`src/rtl/cpu_pkg.sv`:
```
// Shared widths, reset PC and fetch FSM encoding for the instruction fetch unit.
package cpu_pkg;

  localparam int OPCODE_W = 4;
  localparam int FUNC_W   = 8;
  localparam int IMM_W    = 12;
  localparam int RESET_PC = 0;

  typedef enum logic [1:0] {
    FETCH = 2'd0,
    EXEC  = 2'd1,
    HALT  = 2'd2
  } fetch_state_e;

endpackage

```
`src/rtl/ifu_next_pc.sv`:
```
// Combinational next-PC select: jump target, PC-relative branch (sign-extended imm[7:0]) or PC+1.
// All arithmetic wraps modulo 2^PC_W.
module ifu_next_pc
  import cpu_pkg::*;
#(
  parameter int PC_W = 12
) (
  input  logic [PC_W-1:0]  pc_i,
  input  logic [IMM_W-1:0] imm_i,
  input  logic             branch_sel_i,
  input  logic             zero_flag_i,
  input  logic             jump_sel_i,
  output logic [PC_W-1:0]  next_pc_o
);

  logic [PC_W-1:0] seq_pc;
  logic [PC_W-1:0] br_off;

  assign seq_pc = pc_i + PC_W'(1);
  assign br_off = {{(PC_W - 8){imm_i[7]}}, imm_i[7:0]};

  // Jump has priority over a taken branch.
  always_comb begin
    next_pc_o = seq_pc;
    if (jump_sel_i) begin
      next_pc_o = PC_W'(imm_i);
    end else if (branch_sel_i && zero_flag_i) begin
      next_pc_o = seq_pc + br_off;
    end
  end

endmodule

```
`src/rtl/inst_fetch_unit.sv`:
```
// Instruction fetch unit: owns the PC, fetches from a handshaked imem, holds the IR for the controller.
// Optional FETCH_TIMEOUT_EN: sticky fetch_fault and HALT after TIMEOUT fetch cycles without imem_ack.
module inst_fetch_unit
  import cpu_pkg::*;
#(
  parameter int PC_W   = 12,
  parameter int INST_W = 16
`ifdef FETCH_TIMEOUT_EN
  ,
  parameter int TIMEOUT = 15
`endif
) (
  input  logic                clk,
  input  logic                rst_n,
  output logic                imem_req,
  output logic [PC_W-1:0]     imem_addr,
  input  logic                imem_ack,
  input  logic [INST_W-1:0]   imem_rdata,
  output logic [OPCODE_W-1:0] opcode,
  output logic [FUNC_W-1:0]   func,
  output logic [IMM_W-1:0]    imm,
  output logic [PC_W-1:0]     pc,
  output logic                inst_valid,
  input  logic                exec_done,
  input  logic                branch_sel,
  input  logic                zero_flag,
  input  logic                jump_sel,
  output logic                fetch_fault
);

  fetch_state_e      state_q, state_d;
  logic [PC_W-1:0]   pc_q, pc_d, next_pc;
  logic [INST_W-1:0] ir_q, ir_d;

`ifdef FETCH_TIMEOUT_EN
  localparam int CNT_W = $clog2(TIMEOUT + 1);
  logic [CNT_W-1:0] wait_q, wait_d;
  logic             fault_q, fault_d;
`endif

  ifu_next_pc #(.PC_W(PC_W)) u_next_pc (
    .pc_i         (pc_q),
    .imm_i        (ir_q[IMM_W-1:0]),
    .branch_sel_i (branch_sel),
    .zero_flag_i  (zero_flag),
    .jump_sel_i   (jump_sel),
    .next_pc_o    (next_pc)
  );

  always_comb begin
    state_d    = state_q;
    pc_d       = pc_q;
    ir_d       = ir_q;
    imem_req   = 1'b0;
    inst_valid = 1'b0;
`ifdef FETCH_TIMEOUT_EN
    wait_d     = wait_q;
    fault_d    = fault_q;
`endif
    unique case (state_q)
      FETCH: begin
        // Gating with rst_n drops the request the instant reset asserts.
        imem_req = rst_n;
        if (imem_ack) begin
          ir_d    = imem_rdata;
          state_d = EXEC;
        end
`ifdef FETCH_TIMEOUT_EN
        else begin
          wait_d = wait_q + CNT_W'(1);
          if (wait_d == CNT_W'(TIMEOUT)) begin
            fault_d = 1'b1;
            state_d = HALT;
          end
        end
`endif
      end
      EXEC: begin
        inst_valid = 1'b1;
        if (exec_done) begin
          pc_d    = next_pc;
          state_d = FETCH;
`ifdef FETCH_TIMEOUT_EN
          wait_d  = '0;
`endif
        end
      end
      default: begin
      end
    endcase
  end

  always_ff @(posedge clk or negedge rst_n) begin
    if (!rst_n) begin
      state_q <= FETCH;
      pc_q    <= PC_W'(RESET_PC);
      ir_q    <= '0;
`ifdef FETCH_TIMEOUT_EN
      wait_q  <= '0;
      fault_q <= 1'b0;
`endif
    end else begin
      state_q <= state_d;
      pc_q    <= pc_d;
      ir_q    <= ir_d;
`ifdef FETCH_TIMEOUT_EN
      wait_q  <= wait_d;
      fault_q <= fault_d;
`endif
    end
  end

  assign imem_addr = pc_q;
  assign pc        = pc_q;
  assign opcode    = ir_q[INST_W-1 -: OPCODE_W];
  assign func      = ir_q[FUNC_W-1:0];
  assign imm       = ir_q[IMM_W-1:0];

`ifdef FETCH_TIMEOUT_EN
  assign fetch_fault = fault_q;
`else
  assign fetch_fault = 1'b0;
`endif

endmodule

```
`config.mk`:
```
export PLATFORM = sky130hd
export DESIGN_NAME = inst_fetch_unit
export DESIGN_NICKNAME = d
export VERILOG_FILES = /design/src/rtl/cpu_pkg.sv /design/src/rtl/ifu_next_pc.sv /design/src/rtl/inst_fetch_unit.sv
export SDC_FILE = /design/constraint.sdc
export NUM_CORES = 1
export LEC_CHECK = 0
export CORE_UTILIZATION = 40
export CTS_CLUSTER_SIZE = 14
export DETAILED_ROUTE_END_ITERATION = 6
export PLACE_DENSITY = 0.7
export SLEW_MARGIN = 10
export SYNTH_ARGS = -nofsm -noshare
export SYNTH_HDL_FRONTEND = slang
export SYNTH_HIERARCHICAL = 1
export SYNTH_SLANG_ARGS = --single-unit
```
`constraint.sdc`:
```
create_clock -name clk -period 6.6 [get_ports clk]
set_input_delay 1.32 -clock clk [delete_from_list [all_inputs] [get_ports clk]]
set_output_delay 1.32 -clock clk [all_outputs]
set_load 0.05 [all_outputs]
```
==> results of run 1 <==
[worst paths after layout]
check / cells past startpoint / end
max: 4 / imem_req
min: 1 / ir_q[12]$_DFFE_PN0P_
max reg2reg: 12 / imem_addr[11]$_DFFE_PN0P_
min reg2reg: 1 / ir_q[12]$_DFFE_PN0P_
max in group asynchronous: 2 / imem_addr[4]$_DFFE_PN0P_
min in group asynchronous: 2 / ir_q[15]$_DFFE_PN0P_
[through the flow]
stage | cells | cell area (um2) | util, %
finish | 350 | 2980 | 53.9
global route | 350 | 2980 | 53.9
CTS | 350 | 2980 | 53.9
detailed placement | 342 | 2900 | 52.4
global placement | 342 | 2900 | 52.4
floorplan | 226 | 2300 | -
[worst reg2reg max path, delay by kind of cell, from the launching register on]
family / cells / cell delay (ns)
xor gates and xnor gates: 1 / 0.21
DFF: 1 / 0.46
adders and majority gates: 2 / 0.60
AOI/OAI and AO/OA: 4 / 0.80
and+or+nand+nor: 4 / 0.76
muxes: 1 / 0.28
[cell families after synthesis]
group           Yosys count  synth area share (%)
mux                      36                  18.8
fa+ha+maj                16                  9.01
other cells               1                 0.163
buf+inv                  36                  10.9
xor+xnor                 16                  6.08
simple gates             49                  10.8
compound gates           43                  12.8
flops                    29                  31.5
[area by class of cell]
cell class / count / area share (%)
timing repair buffer: 73 / 24.4
tap: 72 / 3.02
clock inverter: 2 / 0.335
clock buffer: 6 / 2.43
multi-input combinational: 161 / 44.6
sequential: 29 / 24.3
inverter: 7 / 0.881
[flip-flops by register name, summed over array words and instances, names as in the netlist]
name,count
state_q,1
imem_addr,12
ir_q,16
[cell usage in the layout (no fill, tap or decap), types with 5 or more instances in the layout]
cell,instances
clkbuf_8,5
clkdlybuf4s50_1,72
xnor2_1,9
inv_1,7
dfrtp_1,29
mux2_4,9
nand3_1,6
nor2_1,7
a21oi_1,13
o21ai_0,9
mux2_2,23
nand2_1,17
xor2_1,7
ha_1,15
[layer usage]
metal / routed length [um] / vias to the layer above / share of wire, % / global-route usage (%)
met4: 39 / 0 / 0.79 / 4.44
met5: 0 / - / 0 / 0
met2: 2350 / 39 / 48 / 28.8
li1: - / 883 / - / -
met3: 176 / 4 / 3.6 / 2.35
met1: 2380 / 869 / 48 / 23.6
==> out/results.ini, run 1 <==
[outcome]
outcome = complete, no violations

[global_route]
grt_pass1_wl_mm = 8.43
grt_start_max_net_pins = 31
gr-total-overflow = 0
antenna_found_initial = 0
grt_usage_pct = 17.3
grt_pass1_vias = 1745

[timing]
fin_crit_sh_pct = 66.9
rsz0062_at_grt = false
fin_tns_setup_ns = 0
finalHoldViolCount = 0
setup_slack_ns = 2.18
finalSetupViolCount = 0
skew_ns = 0.00501
period_minus_slack_ns = 4.42
whs_ns = 0.511
worst_slew_pin_slew_ns = 0.970
slew_violations = 0
slew_headroom_pct = 35.0
fmax_mhz = 226

[layout]
nNetsFinal = 316
multi_input_area_um2 = 1330
drive_gt1_share_pct = 17.3
areaGrowthSynthToFinish_pct = 29.5
n_fill_cell = 537
regArea_um2 = 726
antenna-diode-count = 0

[setup_path]
cp-start-kind = primary input
cp_max_fo = 30
end_kind = output pin
critical_path.startpoint = rst_n
max_stage_delay_ns = 0.80
r2r-start = imem_addr[0]$_DFFE_PN0P_
crit_buf_inv = 3
cp_common_cell = clkdlybuf4s50_1
path_class = in -> out
crit_family = buffers and inverters
critPathRequiredTime_ns = 5.28
path_cells = clkdlybuf4s50_1, buf_4, and2b_1, clkdlybuf4s50_1
slowest_stage = clkdlybuf4s50_1
critPathArrivalTime_ns = 3.10
worst-r2r-setup-slack_ns = 3.37

[floorplan]
start_util_pct = 41.6
dieArea_um2 = 6070
core_area_um2 = 5540
ioPinCount = 74
die_w_um = 77.9
rows = 27
dieHeight_um = 77.9

[detailed_routing]
routed_wl_mm = 4.95
wl_per_cell_um = 14.1
ant_nets = 0
vias_per_cell = 5.13
drt_first_pass_iters = 4
drc = 0
vias = 1795
drt_iter0_drc = 77

[yosys]
avgSynthCellArea_um2 = 10.2
synth_nets = 265
ys.flop_type = dfrtp_1
synth_area_leaders = dfrtp_1 31%, mux2_2 11%, ha_1 8.1%
synth_common_cells = 29 x dfrtp_1, 23 x mux2_2, 22 x buf_4
synth_seq_cells = 29
synth_top_area_share_pct = 31.5
yosysSeqAreaShare_pct = 31.5
ys_types = 47
synth_edf_count = 0
yosys_warnings = 6
post-synth-top-count-cell = dfrtp_1
yosysTopAreaCell = dfrtp_1
syn_inst = 226
synthesis.area_um2 = 2300
synth_async_sr_flop_share_pct = 100

[clock_tree]
hold_buffers = 0
clk_path_buf_depth = 2
cts_made_buffers = 5
h-tree-depth = 2
clk_latency_ns = 0.27
cts_resized = 0
cts_tree = built
cts_setup_buffers = 0
clk_pin_slew_ns = 0.06
cts.sinks = 29
cts_root_buf = clkbuf_8

[placed_design]
dpl.hpwl_mm = 3.86
dp_slack_ns = 2.16
gp_congestion = 0.754
port_buffers = 72

[run]
maxCapViolations = 0

[min_path]
hold_path_class = reg -> reg
holdCritStartpoint = ir_q[12]$_DFFE_PN0P_

Power of run 1 is not shown: default switching activity piles up to over one toggle a cycle in this logic, so the estimate is an artifact.
==> run 2: changes to the inputs <==
--- a/config.mk
+++ b/config.mk
@@ -8,7 +8,7 @@
 export CORE_UTILIZATION = 40
 export CTS_CLUSTER_SIZE = 14
 export DETAILED_ROUTE_END_ITERATION = 6
-export PLACE_DENSITY = 0.7
+export PLACE_DENSITY = 0.73
 export SLEW_MARGIN = 10
 export SYNTH_ARGS = -nofsm -noshare
 export SYNTH_HDL_FRONTEND = slang
==> constraint.sdc (replaced) <==
create_clock -name clk -period 3.8 [get_ports clk]
set_input_delay 0.76 -clock clk [delete_from_list [all_inputs] [get_ports clk]]
set_output_delay 0.76 -clock clk [all_outputs]
set_load 0.05 [all_outputs]
==> run 2 against run 1 <==
Net effect:
- wire length rose by 5.2%
- die area unchanged
- critical path type is now reg -> reg
- register-to-register slack lost 2.7 ns
- highest routed layer unchanged
==> out/results.ini, run 2 (synthesized netlist as in run 1, its figures left out) <==
[outcome]
outcome = complete, no violations  ; unchanged

[layout]
layout_common_cells = 71 x clkdlybuf4s50_1, 29 x dfrtp_1, 23 x mux2_2  ; was 72 x clkdlybuf4s50_1, 29 x dfrtp_1, 23 x mux2_2
layout_commonest_cell = clkdlybuf4s50_1  ; unchanged
top_register = ir_q  ; unchanged
multi_input_area_um2 = 1330  ; unchanged
nNetsFinal = 317  ; was 316
areaGrowthSynthToFinish_pct = 30.1  ; was 29.5%
antenna-diode-count = 0  ; unchanged
drive_gt1_share_pct = 17.2  ; was 17.3%
regArea_um2 = 726  ; unchanged
largest_register_ffs = 16  ; unchanged
n_fill_cell = 513  ; was 537

[clock_tree]
cts.sinks = 29  ; unchanged
clk_pin_slew_ns = 0.06  ; about the same
cts_made_buffers = 5  ; unchanged
cts_tree = built  ; unchanged
cts_resized = 0  ; unchanged
clk_latency_ns = 0.28  ; was 0.27 ns
clk_path_buf_depth = 2  ; unchanged
h-tree-depth = 2  ; unchanged
hold_buffers = 0  ; unchanged
cts_setup_buffers = 0  ; unchanged
cts_root_buf = clkbuf_8  ; unchanged

[timing]
finalSetupViolCount = 0  ; unchanged
worst_slew_pin_slew_ns = 0.865  ; was 0.970 ns
slew_violations = 0  ; unchanged
fin_crit_sh_pct = 82.1
finalHoldViolCount = 0  ; unchanged
slew_headroom_pct = 42.2  ; was 35.0%
skew_ns = 0.00815  ; was 0.00501 ns
rsz0062_at_grt = false  ; unchanged
fmax_mhz = 321
fin_tns_setup_ns = 0  ; unchanged
period_minus_slack_ns = 3.12

[placed_design]
port_buffers = 72  ; unchanged
dpl.hpwl_mm = 3.94  ; was 3.86 mm
gp_congestion = 0.875  ; was 0.754

[setup_path]
end_kind = flip-flop  ; was output pin
rr_worst_depth = 12  ; unchanged
critPathRequiredTime_ns = 3.97  ; was 5.28 ns
cp-start-kind = flip-flop  ; was primary input
path_class = reg -> reg  ; was in -> out
worst-r2r-setup-slack_ns = 0.68  ; was 3.37 ns
r2r-end = imem_addr[11]$_DFFE_PN0P_  ; unchanged
cp_max_fo = 9  ; was 30
critPathArrivalTime_ns = 3.29  ; was 3.10 ns
r2r-start = imem_addr[0]$_DFFE_PN0P_  ; unchanged

[floorplan]
core_area_um2 = 5540  ; unchanged
start_util_pct = 41.6  ; unchanged
dieHeight_um = 77.9  ; unchanged
die_w_um = 77.9  ; unchanged
ioPinCount = 74  ; unchanged
rows = 27  ; unchanged
dieArea_um2 = 6070  ; unchanged

[global_route]
grt_usage_pct = 18.2  ; was 17.3%
gr-total-overflow = 0  ; unchanged
antenna_found_initial = 0  ; unchanged
grt_start_max_net_pins = 30  ; was 31
grt_pass1_vias = 1753  ; was 1745
grt_pass1_wl_mm = 8.66  ; was 8.43 mm

[detailed_routing]
drt_first_pass_iters = 4  ; unchanged
drc = 0  ; unchanged
vias_per_cell = 5.23  ; was 5.13
routed_wl_mm = 5.20  ; was 4.95 mm
vias = 1837  ; was 1795
ant_nets = 0  ; unchanged
drt_iter0_drc = 96  ; was 77
wl_per_cell_um = 14.8  ; was 14.1 um

[min_path]
hold_path_class = reg -> reg  ; unchanged
holdCritStartpoint = ir_q[15]$_DFFE_PN0P_  ; was ir_q[12]$_DFFE_PN0P_
whs_endpoint = ir_q[15]$_DFFE_PN0P_  ; was ir_q[12]$_DFFE_PN0P_
whs_path_depth = 1  ; unchanged

[run]
maxCapViolations = 0  ; unchanged

==> run 2: changes by cell type in the layout (fill, tap and decap cells not counted) <==
cell	before	now
clkbuf_1	1	3
clkinv_2	2	0
buf_12	0	1
buf_4	1	2
clkdlybuf4s50_1	72	71
==> run 2: metal layers <==
layer / vias to the layer above / wire (um) / track usage, %
li1: 881 / - / -
met5: - / 0 / 0
met4: 0 / 80 / 5.74
met1: 890 / 2300 / 23.4
met2: 57 / 2510 / 30.9
met3: 9 / 308 / 3.41
==> run 2: critical path, cell delays in order, from the launching register on <==
cell       delay, ns
dfrtp_1         0.45
ha_1            0.22
nand3_1         0.12
nor2_1          0.23
xor2_1          0.21
ha_1            0.36
a2111oi_2       0.42
o21ai_2         0.12
a21oi_1         0.17
or3_1           0.15
and4_4          0.22
o31ai_2         0.05
mux2_2          0.28
==> run 2: cell type report <==
class                      instances  area share [%]
timing repair buffer              74            24.9
clock buffer                       8            2.67
inverter                           7           0.876
multi-input combinational        161            44.4
sequential                        29            24.2
tap                               72            3.00
==> run 2: worst max path at each step <==
stage                                            to                     start  slack [ns]
after CTS                 imem_addr[11]$_DFFE_PN0P_  imem_addr[0]$_DFFE_PN0P_        0.65
after global routing       imem_addr[9]$_DFFE_PN0P_  imem_addr[0]$_DFFE_PN0P_        0.37
after global placement    imem_addr[11]$_DFFE_PN0P_  imem_addr[0]$_DFFE_PN0P_        0.75
final                     imem_addr[11]$_DFFE_PN0P_  imem_addr[0]$_DFFE_PN0P_        0.68
after floorplan           imem_addr[11]$_DFFE_PN0P_  imem_addr[0]$_DFFE_PN0P_        0.50
after detailed placement  imem_addr[11]$_DFFE_PN0P_  imem_addr[0]$_DFFE_PN0P_        0.67
==> run 2: metrics by stage <==
stage | instances | util, % | instance area, um2 | hold slack (ns) | worst slack (ns)
global route | 351 | 54.1 | 3000 | 0.542 | 0.372
detailed placement | 343 | 52.7 | 2920 | 0.493 | 0.670
CTS | 351 | 54.1 | 3000 | 0.508 | 0.655
global placement | 343 | 52.7 | 2920 | 0.493 | 0.746
floorplan | 226 | - | 2300 | 0.464 | 0.503
finish | 351 | 54.1 | 3000 | 0.503 | 0.681
Power of run 2 is left out for the same reason.
